===== src/rtl/sim_run_monitor_pkg.sv =====
// rtl/sim_run_monitor_pkg.sv - shared state encodings for the run monitor
//
// Purpose : state enums and constants used by sim_run_monitor and its
//           UART decoder.
// Contents: run_fsm_state_t, uart_rx_state_t, UART_DATA_BITS.
package Run_Monitor_enum;

  typedef enum logic [1:0] {
    RUN_ACTIVE,
    RUN_DRAIN,
    RUN_DONE,
    RUN_TIMEOUT
  } run_fsm_state_t;

  typedef enum logic [1:0] {
    UART_IDLE,
    UART_START,
    UART_DATA,
    UART_STOP
  } uart_rx_state_t;

  localparam int UART_DATA_BITS = 8;

endpackage


===== src/rtl/sim_run_monitor_uart_rx_decoder.sv =====
// rtl/sim_run_monitor_uart_rx_decoder.sv - 8N1 serial byte decoder
//
// Purpose : decodes an idle-high 8N1 LSB-first serial line into bytes.
// Ports   : clk, rst          - clock, synchronous active-high reset
//           line             - raw serial input (registered internally)
//           rx_byte          - assembled byte, valid while byte_valid = 1
//           byte_valid       - one-cycle strobe on a good stop bit
//           frame_err        - one-cycle strobe on a low stop bit
module uart_rx_decoder
  import Run_Monitor_enum::*;
#(
  parameter int CLKS_PER_BIT = 16
) (
  input  logic       clk,
  input  logic       rst,
  input  logic       line,
  output logic [7:0] rx_byte,
  output logic       byte_valid,
  output logic       frame_err
);

  localparam int CW = $clog2(CLKS_PER_BIT);
  localparam logic [CW-1:0] HALF_LAST = CW'(CLKS_PER_BIT / 2 - 1);
  localparam logic [CW-1:0] BIT_LAST  = CW'(CLKS_PER_BIT - 1);
  localparam logic [CW-1:0] CNT_ONE   = CW'(1);
  localparam logic [2:0]    LAST_BIT  = 3'(UART_DATA_BITS - 1);

  uart_rx_state_t            state, state_n;
  logic                      line_q, line_prev;
  logic [CW-1:0]             cnt, cnt_n;
  logic [2:0]                bit_idx, bit_idx_n;
  logic [UART_DATA_BITS-1:0] shreg, shreg_n;
  // Set after a bad stop bit: hold in STOP until the line returns high so a
  // break condition cannot be mistaken for a new start bit.
  logic                      err_wait, err_wait_n;

  always_ff @(posedge clk) begin
    if (rst) begin
      state     <= UART_IDLE;
      line_q    <= 1'b1;
      line_prev <= 1'b1;
      cnt       <= '0;
      bit_idx   <= '0;
      shreg     <= '0;
      err_wait  <= 1'b0;
    end else begin
      state     <= state_n;
      line_q    <= line;
      line_prev <= line_q;
      cnt       <= cnt_n;
      bit_idx   <= bit_idx_n;
      shreg     <= shreg_n;
      err_wait  <= err_wait_n;
    end
  end

  always_comb begin
    state_n    = state;
    cnt_n      = cnt;
    bit_idx_n  = bit_idx;
    shreg_n    = shreg;
    err_wait_n = err_wait;
    byte_valid = 1'b0;
    frame_err  = 1'b0;
    case (state)
      UART_IDLE: begin
        cnt_n = '0;
        if (line_prev && !line_q) state_n = UART_START;
      end
      UART_START: begin
        // Mid start-bit check rejects glitches shorter than half a bit.
        if (cnt == HALF_LAST) begin
          cnt_n = '0;
          if (line_q) begin
            state_n = UART_IDLE;
          end else begin
            state_n   = UART_DATA;
            bit_idx_n = '0;
          end
        end else begin
          cnt_n = cnt + CNT_ONE;
        end
      end
      UART_DATA: begin
        if (cnt == BIT_LAST) begin
          cnt_n   = '0;
          shreg_n = {line_q, shreg[UART_DATA_BITS-1:1]};
          if (bit_idx == LAST_BIT) begin
            state_n    = UART_STOP;
            err_wait_n = 1'b0;
          end else begin
            bit_idx_n = bit_idx + 3'd1;
          end
        end else begin
          cnt_n = cnt + CNT_ONE;
        end
      end
      UART_STOP: begin
        if (err_wait) begin
          if (line_q) begin
            state_n    = UART_IDLE;
            err_wait_n = 1'b0;
          end
        end else if (cnt == BIT_LAST) begin
          cnt_n = '0;
          if (line_q) begin
            byte_valid = 1'b1;
            state_n    = UART_IDLE;
          end else begin
            frame_err  = 1'b1;
            err_wait_n = 1'b1;
          end
        end else begin
          cnt_n = cnt + CNT_ONE;
        end
      end
      default: state_n = UART_IDLE;
    endcase
  end

  assign rx_byte = shreg;

endmodule


===== src/rtl/sim_run_monitor.sv =====
// rtl/sim_run_monitor.sv - run-control, watchdog and console monitor
//
// Purpose : counts wraps of the core PC to RESET_VECTOR, ends the run after
//           WRAP_COUNT wraps plus a POST_CYCLES drain, ends a hung run by
//           watchdog, and buffers bytes decoded from the core UART TX line.
// Ports   : clk, rst               - clock, synchronous active-high reset
//           pc_i, pc_valid_i       - observed PC and its update strobe
//           uart_tx_in             - core serial TX line, idle high
//           rx_data_o, rx_valid_o  - show-ahead FIFO head and not-empty
//           rx_ready_i             - pop when rx_valid_o is also high
//           rx_frame_err_o         - one-cycle bad-stop-bit pulse
//           overflow_o             - sticky byte-dropped flag
//           wrap_cnt_o             - saturating wrap count
//           run_done_o, timeout_o  - sticky terminal status
//           state_o                - run FSM state
module sim_run_monitor
  import Run_Monitor_enum::*;
#(
  parameter int              DATA_WIDTH     = 32,
  parameter logic [DATA_WIDTH-1:0] RESET_VECTOR = '0,
  parameter int              WRAP_COUNT     = 2,
  parameter int              POST_CYCLES    = 2,
  parameter int              TIMEOUT_CYCLES = 100000,
  parameter int              CLKS_PER_BIT   = 16,
  parameter int              FIFO_DEPTH     = 16
) (
  input  logic                            clk,
  input  logic                            rst,
  input  logic [DATA_WIDTH-1:0]           pc_i,
  input  logic                            pc_valid_i,
  input  logic                            uart_tx_in,
  output logic [7:0]                      rx_data_o,
  output logic                            rx_valid_o,
  input  logic                            rx_ready_i,
  output logic                            rx_frame_err_o,
  output logic                            overflow_o,
  output logic [$clog2(WRAP_COUNT+1)-1:0] wrap_cnt_o,
  output logic                            run_done_o,
  output logic                            timeout_o,
  output run_fsm_state_t                  state_o
);

  localparam int WC_W = $clog2(WRAP_COUNT + 1);
  localparam int WD_W = (TIMEOUT_CYCLES > 1) ? $clog2(TIMEOUT_CYCLES) : 1;
  localparam int DR_W = (POST_CYCLES > 1) ? $clog2(POST_CYCLES) : 1;
  localparam int AW   = $clog2(FIFO_DEPTH);

  localparam logic [WC_W-1:0] WRAP_MAX  = WC_W'(WRAP_COUNT);
  localparam logic [WC_W-1:0] WRAP_LAST = WC_W'(WRAP_COUNT - 1);
  localparam logic [WC_W-1:0] WC_ONE    = WC_W'(1);
  localparam bit              WD_EN     = (TIMEOUT_CYCLES != 0);
  localparam logic [WD_W-1:0] WD_LAST   = WD_W'((TIMEOUT_CYCLES > 0) ? TIMEOUT_CYCLES - 1 : 0);
  localparam logic [WD_W-1:0] WD_ONE    = WD_W'(1);
  localparam logic [DR_W-1:0] DR_LAST   = DR_W'((POST_CYCLES > 0) ? POST_CYCLES - 1 : 0);
  localparam logic [DR_W-1:0] DR_ONE    = DR_W'(1);
  localparam logic [AW-1:0]   PTR_ONE   = AW'(1);
  localparam logic [AW:0]     CNT_ONE   = (AW + 1)'(1);
  localparam logic [AW:0]     CNT_FULL  = (AW + 1)'(FIFO_DEPTH);

  // ------------------------------------------------------------------
  // Run control
  // ------------------------------------------------------------------
  run_fsm_state_t  state, state_n;
  logic            at_vec;
  logic            wrap;
  logic [WC_W-1:0] wrap_cnt, wrap_cnt_n;
  logic [WD_W-1:0] wd_cnt, wd_n;
  logic [DR_W-1:0] drain_cnt, drain_n;

  // at_vec suppresses re-counting while the core sits on the vector.
  assign wrap = pc_valid_i && (pc_i == RESET_VECTOR) && !at_vec;

  always_ff @(posedge clk) begin
    if (rst) begin
      state     <= RUN_ACTIVE;
      at_vec    <= 1'b0;
      wrap_cnt  <= '0;
      wd_cnt    <= '0;
      drain_cnt <= '0;
    end else begin
      state     <= state_n;
      wrap_cnt  <= wrap_cnt_n;
      wd_cnt    <= wd_n;
      drain_cnt <= drain_n;
      if (pc_valid_i) at_vec <= (pc_i == RESET_VECTOR);
    end
  end

  always_comb begin
    state_n    = state;
    wrap_cnt_n = wrap_cnt;
    wd_n       = wd_cnt;
    drain_n    = drain_cnt;
    if (wrap && (wrap_cnt != WRAP_MAX)) wrap_cnt_n = wrap_cnt + WC_ONE;
    case (state)
      RUN_ACTIVE: begin
        // The final wrap takes priority over a simultaneous watchdog expiry.
        if (wrap && (wrap_cnt == WRAP_LAST)) begin
          drain_n = '0;
          state_n = (POST_CYCLES == 0) ? RUN_DONE : RUN_DRAIN;
        end else if (WD_EN && (wd_cnt == WD_LAST)) begin
          state_n = RUN_TIMEOUT;
        end else if (WD_EN) begin
          wd_n = wd_cnt + WD_ONE;
        end
      end
      RUN_DRAIN: begin
        if (drain_cnt == DR_LAST) state_n = RUN_DONE;
        else                      drain_n = drain_cnt + DR_ONE;
      end
      default: ;
    endcase
  end

  assign state_o    = state;
  assign wrap_cnt_o = wrap_cnt;
  assign run_done_o = (state == RUN_DONE);
  assign timeout_o  = (state == RUN_TIMEOUT);

  // ------------------------------------------------------------------
  // UART decode
  // ------------------------------------------------------------------
  logic [7:0] rx_byte;
  logic       byte_valid;
  logic       frame_err;

  uart_rx_decoder #(
    .CLKS_PER_BIT(CLKS_PER_BIT)
  ) u_rx (
    .clk       (clk),
    .rst       (rst),
    .line      (uart_tx_in),
    .rx_byte   (rx_byte),
    .byte_valid(byte_valid),
    .frame_err (frame_err)
  );

  assign rx_frame_err_o = frame_err;

  // ------------------------------------------------------------------
  // RX byte FIFO (show-ahead head register)
  // ------------------------------------------------------------------
  logic [7:0]    mem [FIFO_DEPTH];
  logic [AW-1:0] wr_ptr, rd_ptr;
  logic [AW:0]   count;
  logic [7:0]    head, head_n;
  logic          full, pop, do_push, drop;
  logic          overflow;

  assign full    = (count == CNT_FULL);
  assign pop     = (count != '0) && rx_ready_i;
  // A full FIFO still accepts a push when a pop frees a slot this cycle.
  assign do_push = byte_valid && (!full || pop);
  assign drop    = byte_valid && full && !pop;

  // The head register keeps the last byte shown once the FIFO drains.
  always_comb begin
    head_n = head;
    if (pop && (count > CNT_ONE)) begin
      head_n = mem[rd_ptr + PTR_ONE];
    end else if (do_push && ((count == '0) || ((count == CNT_ONE) && pop))) begin
      head_n = rx_byte;
    end
  end

  always_ff @(posedge clk) begin
    if (do_push) mem[wr_ptr] <= rx_byte;
  end

  always_ff @(posedge clk) begin
    if (rst) begin
      wr_ptr   <= '0;
      rd_ptr   <= '0;
      count    <= '0;
      head     <= '0;
      overflow <= 1'b0;
    end else begin
      head <= head_n;
      if (do_push) wr_ptr <= wr_ptr + PTR_ONE;
      if (pop)     rd_ptr <= rd_ptr + PTR_ONE;
      case ({do_push, pop})
        2'b10:   count <= count + CNT_ONE;
        2'b01:   count <= count - CNT_ONE;
        default: count <= count;
      endcase
      if (drop) overflow <= 1'b1;
    end
  end

  assign rx_data_o  = head;
  assign rx_valid_o = (count != '0);
  assign overflow_o = overflow;

endmodule


===== config.mk =====
export PLATFORM = sky130hd
export DESIGN_NAME = sim_run_monitor
export DESIGN_NICKNAME = d
export VERILOG_FILES = /design/src/rtl/sim_run_monitor_pkg.sv /design/src/rtl/sim_run_monitor_uart_rx_decoder.sv /design/src/rtl/sim_run_monitor.sv
export SDC_FILE = /design/constraint.sdc
export NUM_CORES = 1
export LEC_CHECK = 0
export ABC_AREA = 1
export CAP_MARGIN = 5
export CORE_ASPECT_RATIO = 1.75
export CORE_MARGIN = 5
export CORE_UTILIZATION = 45
export CTS_CLUSTER_SIZE = 28
export DETAILED_ROUTE_END_ITERATION = 16
export PLACE_DENSITY = 0.72
export SYNTH_ARGS = -nofsm -noshare
export SYNTH_HDL_FRONTEND = slang
export SYNTH_SLANG_ARGS = --single-unit

===== constraint.sdc =====
create_clock -name clk -period 3.04 [get_ports clk]
set_clock_uncertainty 0.1 [all_clocks]
set_input_delay 0.912 -clock clk [delete_from_list [all_inputs] [get_ports clk]]
set_output_delay 0.912 -clock clk [all_outputs]
set_load 0.005 [all_outputs]

# Yosys cells after proc, flatten, opt, wreduce, memory -nomap -nowiden

Memories as Yosys holds them, arrays and structs flattened.
Cells that the tools add are included.
Widths: inputs -> output; s select.

Memory bits (writable): 128
Register bits: 65
Logic and storage cells: 134
Bits of input ports: 37
ROM bits: 0
Bits in latches: 0
Memories: 1

Shifts and indexed selects: 0
$mul: 0
Add/subtract/negate cells: 9
Bitwise gates (word level): 2
Divide/modulo/power cells: 0
$lt $le $gt $ge: 1
Reduce and logical (&&, ||, !) cells: 35
Mux-type cells: 42
Eq/ne operators: 27

Memories:

| name | depth | width | rd ports | clocked after Yosys merged registers in | wr ports | RTL line               | source |
|---|---|---|---|---|---|---|---|
| mem  | 16    | 8     | 1        | 0                                       | 1        | sim_run_monitor.sv:143 | `logic [7:0] mem [FIFO_DEPTH];` |

Operators by type and width:

| kind                  | number |
|---|---|
| $logic_not 32->1      | 1 |
| $mux 2                | 11 |
| $add 17x1->17 const B | 1 |
| $eq 17x17->1 const B  | 1 |
| $mux 8                | 2 |
| $pmux 4 s4            | 1 |
| $mux 1                | 15 |
| $add 4x1->4 const B   | 3 |
| $logic_and 1x1->1     | 12 |
| $mux 3                | 4 |
| $mux 4                | 3 |
| $ne 2x2->1 const B    | 6 |
| $eq 2x2->1 const B    | 5 |
| $pmux 5 s2            | 1 |
| $reduce_and 5->1      | 2 |
| $reduce_bool 2->1     | 5 |
| $reduce_and 3->1      | 3 |
| $eq 2x1->1 const B    | 4 |
| $ne 2x1->1 const B    | 4 |
| $pmux 2 s4            | 1 |
| $pmux 3 s2            | 1 |
| $add 5x1->5 const B   | 1 |
| $eq 5x1->1 const B    | 1 |
| $eq 5x5->1 const B    | 1 |
| 19 further kinds      | 27 |

# Depth between registers and ports, before layout

Gate-level depths: netlist of run 1.

Word-level depth: 8
Mapped depth: 11
Gate-level depth less buffers: 11

# By module

Synthesis of run 1 repeated with hierarchy kept, for this count alone.

Cell total of the unflattened synthesis: 915
Area, all modules: 8888.5 sq um

By module, submodules not included:

| module          | area each (sq um) | cells an instance | instances |
|---|---|---|---|
| sim_run_monitor | 7881.3            | 788               | 1 |
| uart_rx_decoder | 1007.2            | 127               | 1 |

# Worst setup path before layout of run 1

No wires, ideal clock.

Kind: input-to-reg
From: input port rx_ready_i
To: memory mem[3][0] (enable)
Setup slack: 0.836 ns
Stages: 6
Data arrival time: 1.734 ns
Setup time: 0.370 ns
Path through: inv_1 nand4_1 nand2_2 nor2_1 nand2_1 nor2_1

Longest elaborated chain between the ends: 5

Ends and longest elaborated chain:

| element                      | RTL line               | source |
|---|---|---|
| start, declared              | sim_run_monitor.sv:34  | `input logic rx_ready_i,` |
| $logic_and 1x1->1            | sim_run_monitor.sv:151 | `assign pop = (count != '0) && rx_ready_i;` |
| $logic_or 1x1->1             | sim_run_monitor.sv:153 | `assign do_push = byte_valid && (!full \|\| pop);` |
| $logic_and 1x1->1            | sim_run_monitor.sv:153 |  |
| $mux 1                       | sim_run_monitor.sv:167 | `if (do_push) mem[wr_ptr] <= rx_byte;` |
| $mux 1 (implied by the code) | sim_run_monitor.sv:167 |  |
| end, declared                | sim_run_monitor.sv:143 |  |

Every way passes these cells.

# Worst setup path after layout of run 1

From: register u_rx.cnt[1]
To: output port rx_frame_err_o

Longest elaborated chain between the ends: 4

Ends and longest elaborated chain:

| element                | RTL line                               | source |
|---|---|---|
| start, declared        | sim_run_monitor_uart_rx_decoder.sv:30  | `logic [CW-1:0] cnt, cnt_n;` |
| start signal, assigned | sim_run_monitor_uart_rx_decoder.sv:50  | `cnt <= cnt_n;` |
| $eq 4x4->1             | sim_run_monitor_uart_rx_decoder.sv:104 | `end else if (cnt == BIT_LAST) begin` |
| $mux 1                 | sim_run_monitor_uart_rx_decoder.sv:104 |  |
| $mux 1                 | sim_run_monitor_uart_rx_decoder.sv:99  | `if (err_wait) begin` |
| $mux 1                 | sim_run_monitor_uart_rx_decoder.sv:65  | `case (state)` |
| end, declared          | sim_run_monitor.sv:35                  | `output logic rx_frame_err_o,` |

Every way passes these cells.

==> flow_summary.toml, run 1 <==
[worst_setup_path]
worst-r2r-setup-slack_ns = 0.75
cp_slowest_cell = "sky130_fd_sc_hd__clkdlybuf4s50_1"
critical_path.n_buffers_inverters = 1
worstPathRequired_ns = 2.03
critical_path_peak_fanout = 7
rr_worst_depth = 8
arrival_ns = 1.88
r2r_start = "rd_ptr[0]"
worst_setup_path_type = "reg2out"
timing.critical_path.max_delay_family = "buffers and inverters"
cp_slowest_stage_delay_ns = 0.53
endpoint_kind = "output port"
crit_path_start_kind = "flip-flop"
path_cells = "ha_2 -> nand3_4 -> nor3_2 -> clkdlybuf4s50_1"
rr_endpoint = "rx_data_o[6]"

[pwr]
cellPowerDensity_nw_per_um2 = 681
power.share.combinational_pct = 27.4
leakage_nw = 3.97
worst_ir_drop_vdd_uv = 583
clock_power_share_pct = 30.8
seqPwrFrac_pct = 41.8
p_sw_share_pct = 32.3
p_int_mw = 4.72
p_sw_mw = 2.26

[synthesis]
yosysUniqueCellTypes = 42
syn-cell-area_sq_um = 8800
synth_edf_count = 128
syn_nets = 983
yosys_warnings = 0
synth.avg_cell_area_sq_um = 9.45
synth_top_cell_by_area = "sky130_fd_sc_hd__edfxtp_1"
synth_sequential_area_ratio_pct = 58.5
synth_top_cells_by_area = "sky130_fd_sc_hd__edfxtp_1, sky130_fd_sc_hd__dfxtp_1, sky130_fd_sc_hd__nor2_1, sky130_fd_sc_hd__o21ai_0, sky130_fd_sc_hd__nand2_1"
synth-seq-cells = 193
count_of_mapped_cells_out_of_synthesis = 931
synth_top_area_share_pct = 43.7
synthFlopType = "sky130_fd_sc_hd__edfxtp_1"
share_of_flip_flops_with_an_asynchronous_set_or_reset_pct = 0

[grt]
maximum_number_of_pins_on_one_net_before_global_route_repair = 67
antenna_found_initial = 0
first_global_vias = 6561
grt.total_usage_pct = 18.5
grt_first_pass_wirelength_mm = 33.0
gr-total-overflow = 0

[cts]
ctsHoldBuffers = 0
clock_transition_at_the_register_clock_pins_on_the_worst_setup_and_hold_paths_after_cts_ns = 0.06
maximum_level_of_the_cts_h_tree = 4
cts_made_buffers = 17
clock_buffer_depth = 2
cts-root-buf = "sky130_fd_sc_hd__clkbuf_16"
insertion_delay_ns = 0.43
post_cts.repair.setup_buffers = 0
clock-sinks = 193
clock_tree_from_tritoncts = "done"

[worst_hold_path]
worst_hold_startpoint = "u_rx.cnt[0]"
timing.hold.worst_path_depth = 1
hp-class = "reg2reg"
min_delay_worst_endpoint = "u_rx.cnt[0]"

[floorplanning]
ioPinCount = 54
core_area_sq_um = 19200
initial_utilization_pct = 45.9
chipWidth_um = 116
die_h_um = 195
num_rows = 67
fp.dieArea_sq_um = 22600

[timing]
final-max-slew-violation-count = 0
setup_viol = 0
grt_setup_unrepaired = "no"
post-route-period-util_pct = 95.3
max_fclk_mhz = 345
fin_tns_setup_ns = 0
worstMarginPinSlew_ns = 0.812
timing.final.crit_period_ns = 2.90
finalHoldWorstSlack_ns = 0.357
report.final.hold_viol_count = 0
maxSlewHeadroom_pct = 45.8

[finish]
post-route-util_pct = 53.4
multi_input_comb_area_sq_um = 3270
area.growth.synth_to_final_pct = 16.4
area.sequential_sq_um = 5150
final_nets = 1046
fillerInstances = 1649
num_antenna_cells = 0
drive_gt1_share_pct = 9.43

[route]
route.vias.total = 6655
post_dr_vias_cell = 5.33
detail_route.iter0.violations = 460
final_antenna_net_count = 0
total_wire_length_mm = 20.2
post-route-drc-count = 0
detail_route.first_pass.iterations = 5
drt-wirelength-per-cell_um = 16.2

[placed_design]
numPortBuffers = 53
globalplace.congestion = 0.940
hpwlAfterDp_mm = 14.0

[flow_run]
timing.max_cap.violations = 0

[outcome]
status = "complete, no violations"
cells in the mapped netlist, drive strengths merged (2+ instances only):
library cell  count
nor2            202
edfxtp          128
nand2           125
o21ai            96
dfxtp            65
nand3            61
inv              58
a21oi            52
nand4            25
o211ai           24
buf              18
clkbuf           18
ha               15
xor2             12
nor3              9
or2               9
xnor2             5
a211oi            2
area by class of cell:
cell class | count | share of cell area [%]
multi-input combinational | 643 | 31.9
sequential | 193 | 50.2
inverter | 59 | 2.16
timing repair buffer | 80 | 7.28
clock buffer | 24 | 4.71
tap | 241 | 2.94
clock inverter | 8 | 0.769
routing by layer:
| metal | part of all wire (%) | track usage (%) | wire length (um) |
|---|---|---|---|
| met1 | 38 | 20.6 | 7680 |
| met2 | 55 | 33.3 | 11100 |
| met3 | 2.8 | 2.97 | 561 |
| met4 | 4.3 | 9.29 | 861 |
| met5 | 0 | 0 | 0 |
how the worst max path moves through the flow:
stage / startpoint / endpoint / slack, ns / depth (start not counted)
after global placement: pc_i[28] / wd_cnt[1] / 0.31 / 11
after detailed placement: pc_i[28] / state_o[0] / 0.26 / 11
after floorplan: rx_ready_i / mem[3][0] / 0.84 / 6
final: u_rx.cnt[1] / rx_frame_err_o / 0.14 / 4
after CTS: u_rx.cnt[0] / rx_frame_err_o / 0.01 / 4
after global routing: u_rx.cnt[0] / rx_frame_err_o / 0.04 / 4
sequential cells by signal (all words and copies together) (netlist names), named ones only:
name / flops
at_vec: 1
count: 5
drain_cnt: 1
mem: 128
overflow_o: 1
rd_ptr: 4
rx_data_o: 8
state_o: 2
u_rx.bit_idx: 3
u_rx.cnt: 4
u_rx.err_wait: 1
u_rx.line_prev: 1
u_rx.line_q: 1
u_rx.rx_byte: 8
u_rx.state: 1
wd_cnt: 17
wr_ptr: 4
wrap_cnt_o: 2
stage by stage:
stage	std cells	worst slack [ns]	power [mW]	area, sq um
2_1_floorplan	931	0.836	4.27	8800
3_3_place_gp	1216	0.309	4.86	9670
3_5_place_dp	1216	0.261	4.88	9670
4_1_cts	1248	0.0122	7.02	10200
5_1_grt	1248	0.0385	7.35	10200
6_report	1248	0.144	6.98	10200
cells by family after synthesis:
| logic type | share of synthesized area [%] |
|---|---|
| adders and majority gates | 2.13 |
| buffers and inverters | 4.55 |
| xor gates and xnor gates | 1.99 |
| AOI/OAI and AO/OA | 11.0 |
| DFF | 58.5 |
| and+or+nand+nor | 21.8 |
cells in the final DEF, fill, tap and decap left out, types with 7 or more instances in the layout:
master                            synthesis  layout
sky130_fd_sc_hd__nor2_1                 200     200
sky130_fd_sc_hd__edfxtp_1               128     128
sky130_fd_sc_hd__nand2_1                119     119
sky130_fd_sc_hd__o21ai_0                 94      94
sky130_fd_sc_hd__dfxtp_1                 65      63
sky130_fd_sc_hd__nand3_1                 55      55
sky130_fd_sc_hd__clkdlybuf4s50_1          0      53
sky130_fd_sc_hd__inv_1                   52      52
sky130_fd_sc_hd__a21oi_1                 49      49
sky130_fd_sc_hd__buf_4                    0      26
sky130_fd_sc_hd__nand4_1                 24      24
sky130_fd_sc_hd__o211ai_1                24      24
sky130_fd_sc_hd__clkbuf_16                0      18
sky130_fd_sc_hd__ha_1                    15      14
sky130_fd_sc_hd__xor2_1                  11      11
sky130_fd_sc_hd__or2_2                    7       7
what timing repair did:
action | in CTS | in global routing
endpoints found under the hold margin | 0 | 0
resized for setup | 1 | 3
setup endpoints to repair | 1 | 1
power by group through the flow:
| stage | logic [mW] | registers [mW] | clock network [mW] |
|---|---|---|---|
| floorplan | 1.31 | 2.96 | 0 |
| global placement | 1.88 | 2.97 | 0 |
| detailed placement | 1.91 | 2.97 | 0 |
| CTS | 1.92 | 2.92 | 2.18 |
| global route | 2.12 | 2.93 | 2.30 |
| finish | 1.91 | 2.92 | 2.15 |
No activity file was read; power rests on OpenSTA's default activity.
==> run 2, diff against run 1 <==
--- a/config.mk
+++ b/config.mk
@@ -7,7 +7,6 @@
 export LEC_CHECK = 0
 export ABC_AREA = 1
 export CAP_MARGIN = 5
-export CORE_ASPECT_RATIO = 1.75
 export CORE_MARGIN = 5
 export CORE_UTILIZATION = 45
 export CTS_CLUSTER_SIZE = 28
==> flow_summary.toml, run 2 (synthesis results as in run 1) <==
[outcome]
status = "complete, no violations"

[cts]
clock-sinks = 193
clock_tree_from_tritoncts = "done"
cts-root-buf = "sky130_fd_sc_hd__clkbuf_16"
post_cts.repair.setup_buffers = 0
cts_made_buffers = 17
clock_transition_at_the_register_clock_pins_on_the_worst_setup_and_hold_paths_after_cts_ns = 0.06
insertion_delay_ns = 0.43
clock_buffer_depth = 2
maximum_level_of_the_cts_h_tree = 4

[flow_run]
timing.max_cap.violations = 0

[worst_setup_path]
worst_setup_path_type = "reg2out"
crit_path_start_kind = "flip-flop"
timing.critical_path.from = "u_rx.cnt[0]"
arrival_ns = 1.88
worstPathRequired_ns = 2.03
r2r_start = "rd_ptr[0]"
critical_path_peak_fanout = 4
endpoint_kind = "output port"

[finish]
num_antenna_cells = 0
mostFrequentLayoutCell = "sky130_fd_sc_hd__nor2_1"
design_area_sq_um = 10300
most-common-layout-cells = "sky130_fd_sc_hd__nor2_1, sky130_fd_sc_hd__edfxtp_1, sky130_fd_sc_hd__nand2_1"
reg.largest.list = "mem (128), wd_cnt (17)"
largest-register = "mem"
area.growth.synth_to_final_pct = 17.6
drive_gt1_share_pct = 9.53
fillerInstances = 1709
largest_reg_flops = 128
final_nets = 1046

[grt]
maximum_number_of_pins_on_one_net_before_global_route_repair = 65
first_global_vias = 6230
grt.total_usage_pct = 18.0
grt_first_pass_wirelength_mm = 31.8
gr-total-overflow = 0
antenna_found_initial = 0

[timing]
max_fclk_mhz = 346
post-route-period-util_pct = 95.2
grt_setup_unrepaired = "no"
final-max-slew-violation-count = 0
timing.final.crit_period_ns = 2.89
setup_viol = 0
maxSlewHeadroom_pct = 45.6
report.final.hold_viol_count = 0
fin_tns_setup_ns = 0
worstMarginPinSlew_ns = 0.814

[floorplanning]
fp.dieArea_sq_um = 22500
core_area_sq_um = 19300
die_h_um = 150
chipWidth_um = 150
initial_utilization_pct = 45.5
num_rows = 51
ioPinCount = 54

[placed_design]
globalplace.congestion = 0.872
hpwlAfterDp_mm = 12.7
placed_cell_area_sq_um = 9710
numPortBuffers = 53

[worst_hold_path]
worst_hold_startpoint = "u_rx.bit_idx[1]"
hp-class = "reg2reg"

[route]
final_antenna_net_count = 0
post-route-drc-count = 0
detail_route.first_pass.iterations = 6
drt-wirelength-per-cell_um = 15.3
total_wire_length_mm = 19.5
route.vias.total = 6604
post_dr_vias_cell = 5.19
detail_route.iter0.violations = 492

[pwr]
worst_ir_drop_vdd_uv = 430
leakage_nw = 4.01
cellPowerDensity_nw_per_um2 = 686
run 2: critical path: stages, from the launching register on:
cell                              delay, ns
sky130_fd_sc_hd__dfxtp_1               0.38
sky130_fd_sc_hd__ha_1                  0.22
sky130_fd_sc_hd__nand3_2               0.12
sky130_fd_sc_hd__nor3_4                0.20
sky130_fd_sc_hd__clkdlybuf4s50_1       0.54
run 2: final cells by class:
cell class,count,area [sq um],area share [%]
well taps,265,332,3.20
inverters,59,221,2.14
clock buffers,24,538,5.20
clock inverters,8,85.1,0.822
repair buffers,80,758,7.33
flip-flops and latches,193,5150,49.7
multi-input cells,643,3270,31.6
run 2: worst paths after layout:
path | end | slack (ns) | cells after the start
worst max-delay path | rx_frame_err_o | 0.15 | 4
worst min-delay path | u_rx.bit_idx[1] | 0.37 | 2
worst max register to register | rx_data_o[7] | 0.74 | 10
worst min register to register | u_rx.bit_idx[1] | 0.37 | 2
run 2: metrics by stage:
step	setup WS (ns)	power [mW]	hold slack [ns]	utilization, %	instances
finish	0.146	7.10	0.370	53.5	1272
floorplan	0.836	4.27	0.349	-	931
detailed placement	0.342	4.86	0.363	50.2	1240
global route	0.0105	7.49	0.394	53.5	1272
CTS	0.0923	7.15	0.374	53.5	1272
global placement	0.363	4.83	0.357	50.2	1240
run 2: report_power, final:
part / switching [mW] / leakage [nW] / total, mW / internal, mW
sequential: 0.0753 / 2.00 / 2.92 / 2.85
clock: 0.957 / 0.306 / 2.30 / 1.34
combinational: 1.20 / 1.71 / 1.88 / 0.685
run 2: repair_timing:
item	CTS	global route
resized for setup	1	1
endpoints found under the setup margin	1	1
hold buffers	0	0
endpoints found under the hold margin	0	0
run 2: layer usage:
layer	track usage [%]	part of all wire, %	up-vias
met4	4.94	1.3	0
met1	24.4	45	3100
met5	0	0	-
met2	30.2	49	159
li1	-	-	3325
met3	2.91	4.6	20
==> run 3, diff against run 2 <==
--- a/config.mk
+++ b/config.mk
@@ -14,4 +14,5 @@
 export PLACE_DENSITY = 0.72
 export SYNTH_ARGS = -nofsm -noshare
 export SYNTH_HDL_FRONTEND = slang
+export SYNTH_HIERARCHICAL = 1
 export SYNTH_SLANG_ARGS = --single-unit
==> flow_summary.toml, run 3 <==
[outcome]
status = "complete, no violations"

[grt]
antenna_found_initial = 0
first_global_vias = 6253
grt.total_usage_pct = 17.9
maximum_number_of_pins_on_one_net_before_global_route_repair = 67
gr-total-overflow = 0
grt_first_pass_wirelength_mm = 31.8

[worst_setup_path]
endpoint_kind = "output port"
critical_path_peak_fanout = 5
critical_path.n_buffers_inverters = 2
crit_path_start_kind = "flip-flop"
worst_setup_path_type = "reg2out"
cp_slowest_cell = "sky130_fd_sc_hd__clkdlybuf4s50_1"
worstPathRequired_ns = 2.03
cp_slowest_stage_delay_ns = 0.53
timing.critical_path.max_delay_family = "buffers and inverters"
path_cells = "inv_1 -> ha_1 -> nand2_2 -> clkdlybuf4s50_1"
arrival_ns = 1.80

[synthesis]
yosys_warnings = 6
synthFlopType = "sky130_fd_sc_hd__edfxtp_1"
synth.mux.area_fraction_pct = 0
syn_nets = 968
netlist_top_cells_count = "sky130_fd_sc_hd__nor2_1, sky130_fd_sc_hd__edfxtp_1, sky130_fd_sc_hd__nand2_1, sky130_fd_sc_hd__o21ai_0, sky130_fd_sc_hd__dfxtp_1"
synth_adder_area_share_pct = 2.25
main_combinational_cell_family_by_area_after_synthesis = "simple AND/OR/NAND/NOR gates"
count_of_mapped_cells_out_of_synthesis = 915
syn-cell-area_sq_um = 8890
synth.avg_cell_area_sq_um = 9.71
synth-xor-area-share_pct = 1.68
synthMostInstantiatedCell = "sky130_fd_sc_hd__nor2_1"
synth_sequential_area_ratio_pct = 57.9
post_synth_and_or_nand_nor_area_fraction_pct = 21.9
synth_top_area_share_pct = 43.2
synth_compound_gate_area_share_pct = 11.8
synth-seq-cells = 193
yosysUniqueCellTypes = 49
synth_edf_count = 128
share_of_flip_flops_with_an_asynchronous_set_or_reset_pct = 0
synth_top_cells_by_area = "sky130_fd_sc_hd__edfxtp_1, sky130_fd_sc_hd__dfxtp_1, sky130_fd_sc_hd__nor2_1, sky130_fd_sc_hd__o21ai_0, sky130_fd_sc_hd__nand2_1"
synth_top_cell_by_area = "sky130_fd_sc_hd__edfxtp_1"

[cts]
clock_tree_from_tritoncts = "done"
clock-sinks = 193
cts-root-buf = "sky130_fd_sc_hd__clkbuf_16"
cts_made_buffers = 17
maximum_level_of_the_cts_h_tree = 4
clock_buffer_depth = 2
clock_transition_at_the_register_clock_pins_on_the_worst_setup_and_hold_paths_after_cts_ns = 0.07
insertion_delay_ns = 0.43

[placed_design]
post-place-ws_ns = 0.0286
globalplace.congestion = 0.860
numPortBuffers = 53
hpwlAfterDp_mm = 12.9
placed_cell_area_sq_um = 9680

[floorplanning]
fp.dieArea_sq_um = 22700
core_area_sq_um = 19500
die_h_um = 151
chipWidth_um = 151
ioPinCount = 54
num_rows = 51
initial_utilization_pct = 45.7

[timing]
report.final.hold_viol_count = 0
finalHoldWorstSlack_ns = 0.369
setup_slack_ns = 0.227
worstMarginPinSlew_ns = 0.902
max_fclk_mhz = 356
timing.final.crit_period_ns = 2.81
final-max-slew-violation-count = 0
post-route-period-util_pct = 92.5
maxSlewHeadroom_pct = 39.8
grt_setup_unrepaired = "no"
setup_viol = 0
fin_tns_setup_ns = 0

[route]
final_antenna_net_count = 0
drt-wirelength-per-cell_um = 15.6
post_dr_vias_cell = 5.29
detail_route.first_pass.iterations = 5
post-route-drc-count = 0
detail_route.iter0.violations = 621
route.vias.total = 6583
total_wire_length_mm = 19.4

[finish]
largest_reg_flops = 128
reg.largest.list = "mem (128), wd_cnt (17)"
num_antenna_cells = 0
mostFrequentLayoutCell = "sky130_fd_sc_hd__nor2_1"
design_area_sq_um = 10300
post-route-util_pct = 52.7
most-common-layout-cells = "sky130_fd_sc_hd__nor2_1, sky130_fd_sc_hd__edfxtp_1, sky130_fd_sc_hd__nand2_1"
area.sequential_sq_um = 5150
final_nets = 1019
drive_gt1_share_pct = 11.6
fillerInstances = 1693
area.growth.synth_to_final_pct = 15.5
multi_input_comb_area_sq_um = 3340
largest-register = "mem"

[flow_run]
timing.max_cap.violations = 0

[pwr]
worst_ir_drop_vdd_uv = 473
leakage_nw = 3.87
cellPowerDensity_nw_per_um2 = 697

[worst_hold_path]
hp-class = "reg2reg"
-- run 3: cell count changes in the layout (fill, tap and decap cells not counted), sizes merged, moves of 4 or more --
cell	change
nor3	-4
inv	-6
buf	-13
clkbuf	-5
nand3	-6
o21ai	+7
nand2	-9
-- run 3: area by class of cell --
| class | count | area share (%) |
|---|---|---|
| clock buffer | 19 | 4.22 |
| inverter | 52 | 2.00 |
| multi-input combinational | 635 | 32.6 |
| clock inverter | 13 | 1.41 |
| sequential | 193 | 50.2 |
| timing repair buffer | 67 | 6.42 |
| tap | 265 | 3.23 |
-- run 3: cell families after synthesis --
kind of cell,after synthesis
AOI/OAI and AO/OA,184
xor gates and xnor gates,14
adders and majority gates,16
buffers and inverters,87
DFF,193
and+or+nand+nor,421
-- run 3: power breakdown --
part | total [mW] | switching, mW | internal [mW]
Sequential | 2.91 | 0.0769 | 2.84
Combinational | 2.03 | 1.32 | 0.706
Clock | 2.21 | 0.983 | 1.23
Total | 7.15 | 2.38 | 4.77
-- run 3: per-layer routing --
metal  vias up  routed length, um  global-route usage [%]
li1       3271                  -                       -
met5         -                  0                       0
met1      3021               8410                    24.2
met4         0                347                    5.72
met3        33               1670                    4.94
met2       258               9010                    28.2
-- run 3: final timing paths --
check,slack [ns],cells past startpoint,endpoint,from
max reg2reg,0.33,10,mem[1][6],u_rx/cnt[1]
min reg2reg,0.37,2,u_rx/bit_idx[1],u_rx/bit_idx[1]
min,0.37,2,u_rx/bit_idx[1],u_rx/bit_idx[1]
max,0.23,4,rx_valid_o,count[0]
-- run 3: worst register-to-register path: stages (launching register included) --
cell	delay, ns
sky130_fd_sc_hd__dfxtp_1	0.38
sky130_fd_sc_hd__ha_2	0.23
sky130_fd_sc_hd__nand2_2	0.09
sky130_fd_sc_hd__inv_2	0.09
sky130_fd_sc_hd__nand2_2	0.09
sky130_fd_sc_hd__nor4_1	0.18
sky130_fd_sc_hd__buf_4	0.18
sky130_fd_sc_hd__o21ai_2	0.07
sky130_fd_sc_hd__inv_2	0.09
sky130_fd_sc_hd__nand2_1	0.20
sky130_fd_sc_hd__nor2_1	0.63
-- run 3: repair_timing --
action / 4_1_cts / 5_1_grt
resized for setup: 3 / 0
hold buffers: 0 / 0
endpoints found under the setup margin: 1 / 0
setup buffers: 0 / 0
-- run 3: metrics by stage --
stage                     power [mW]  std cells
after floorplan                 4.33        915
after global placement          4.96       1212
after detailed placement        4.98       1212
after CTS                       7.18       1244
after global routing            7.52       1244
final                           7.15       1244
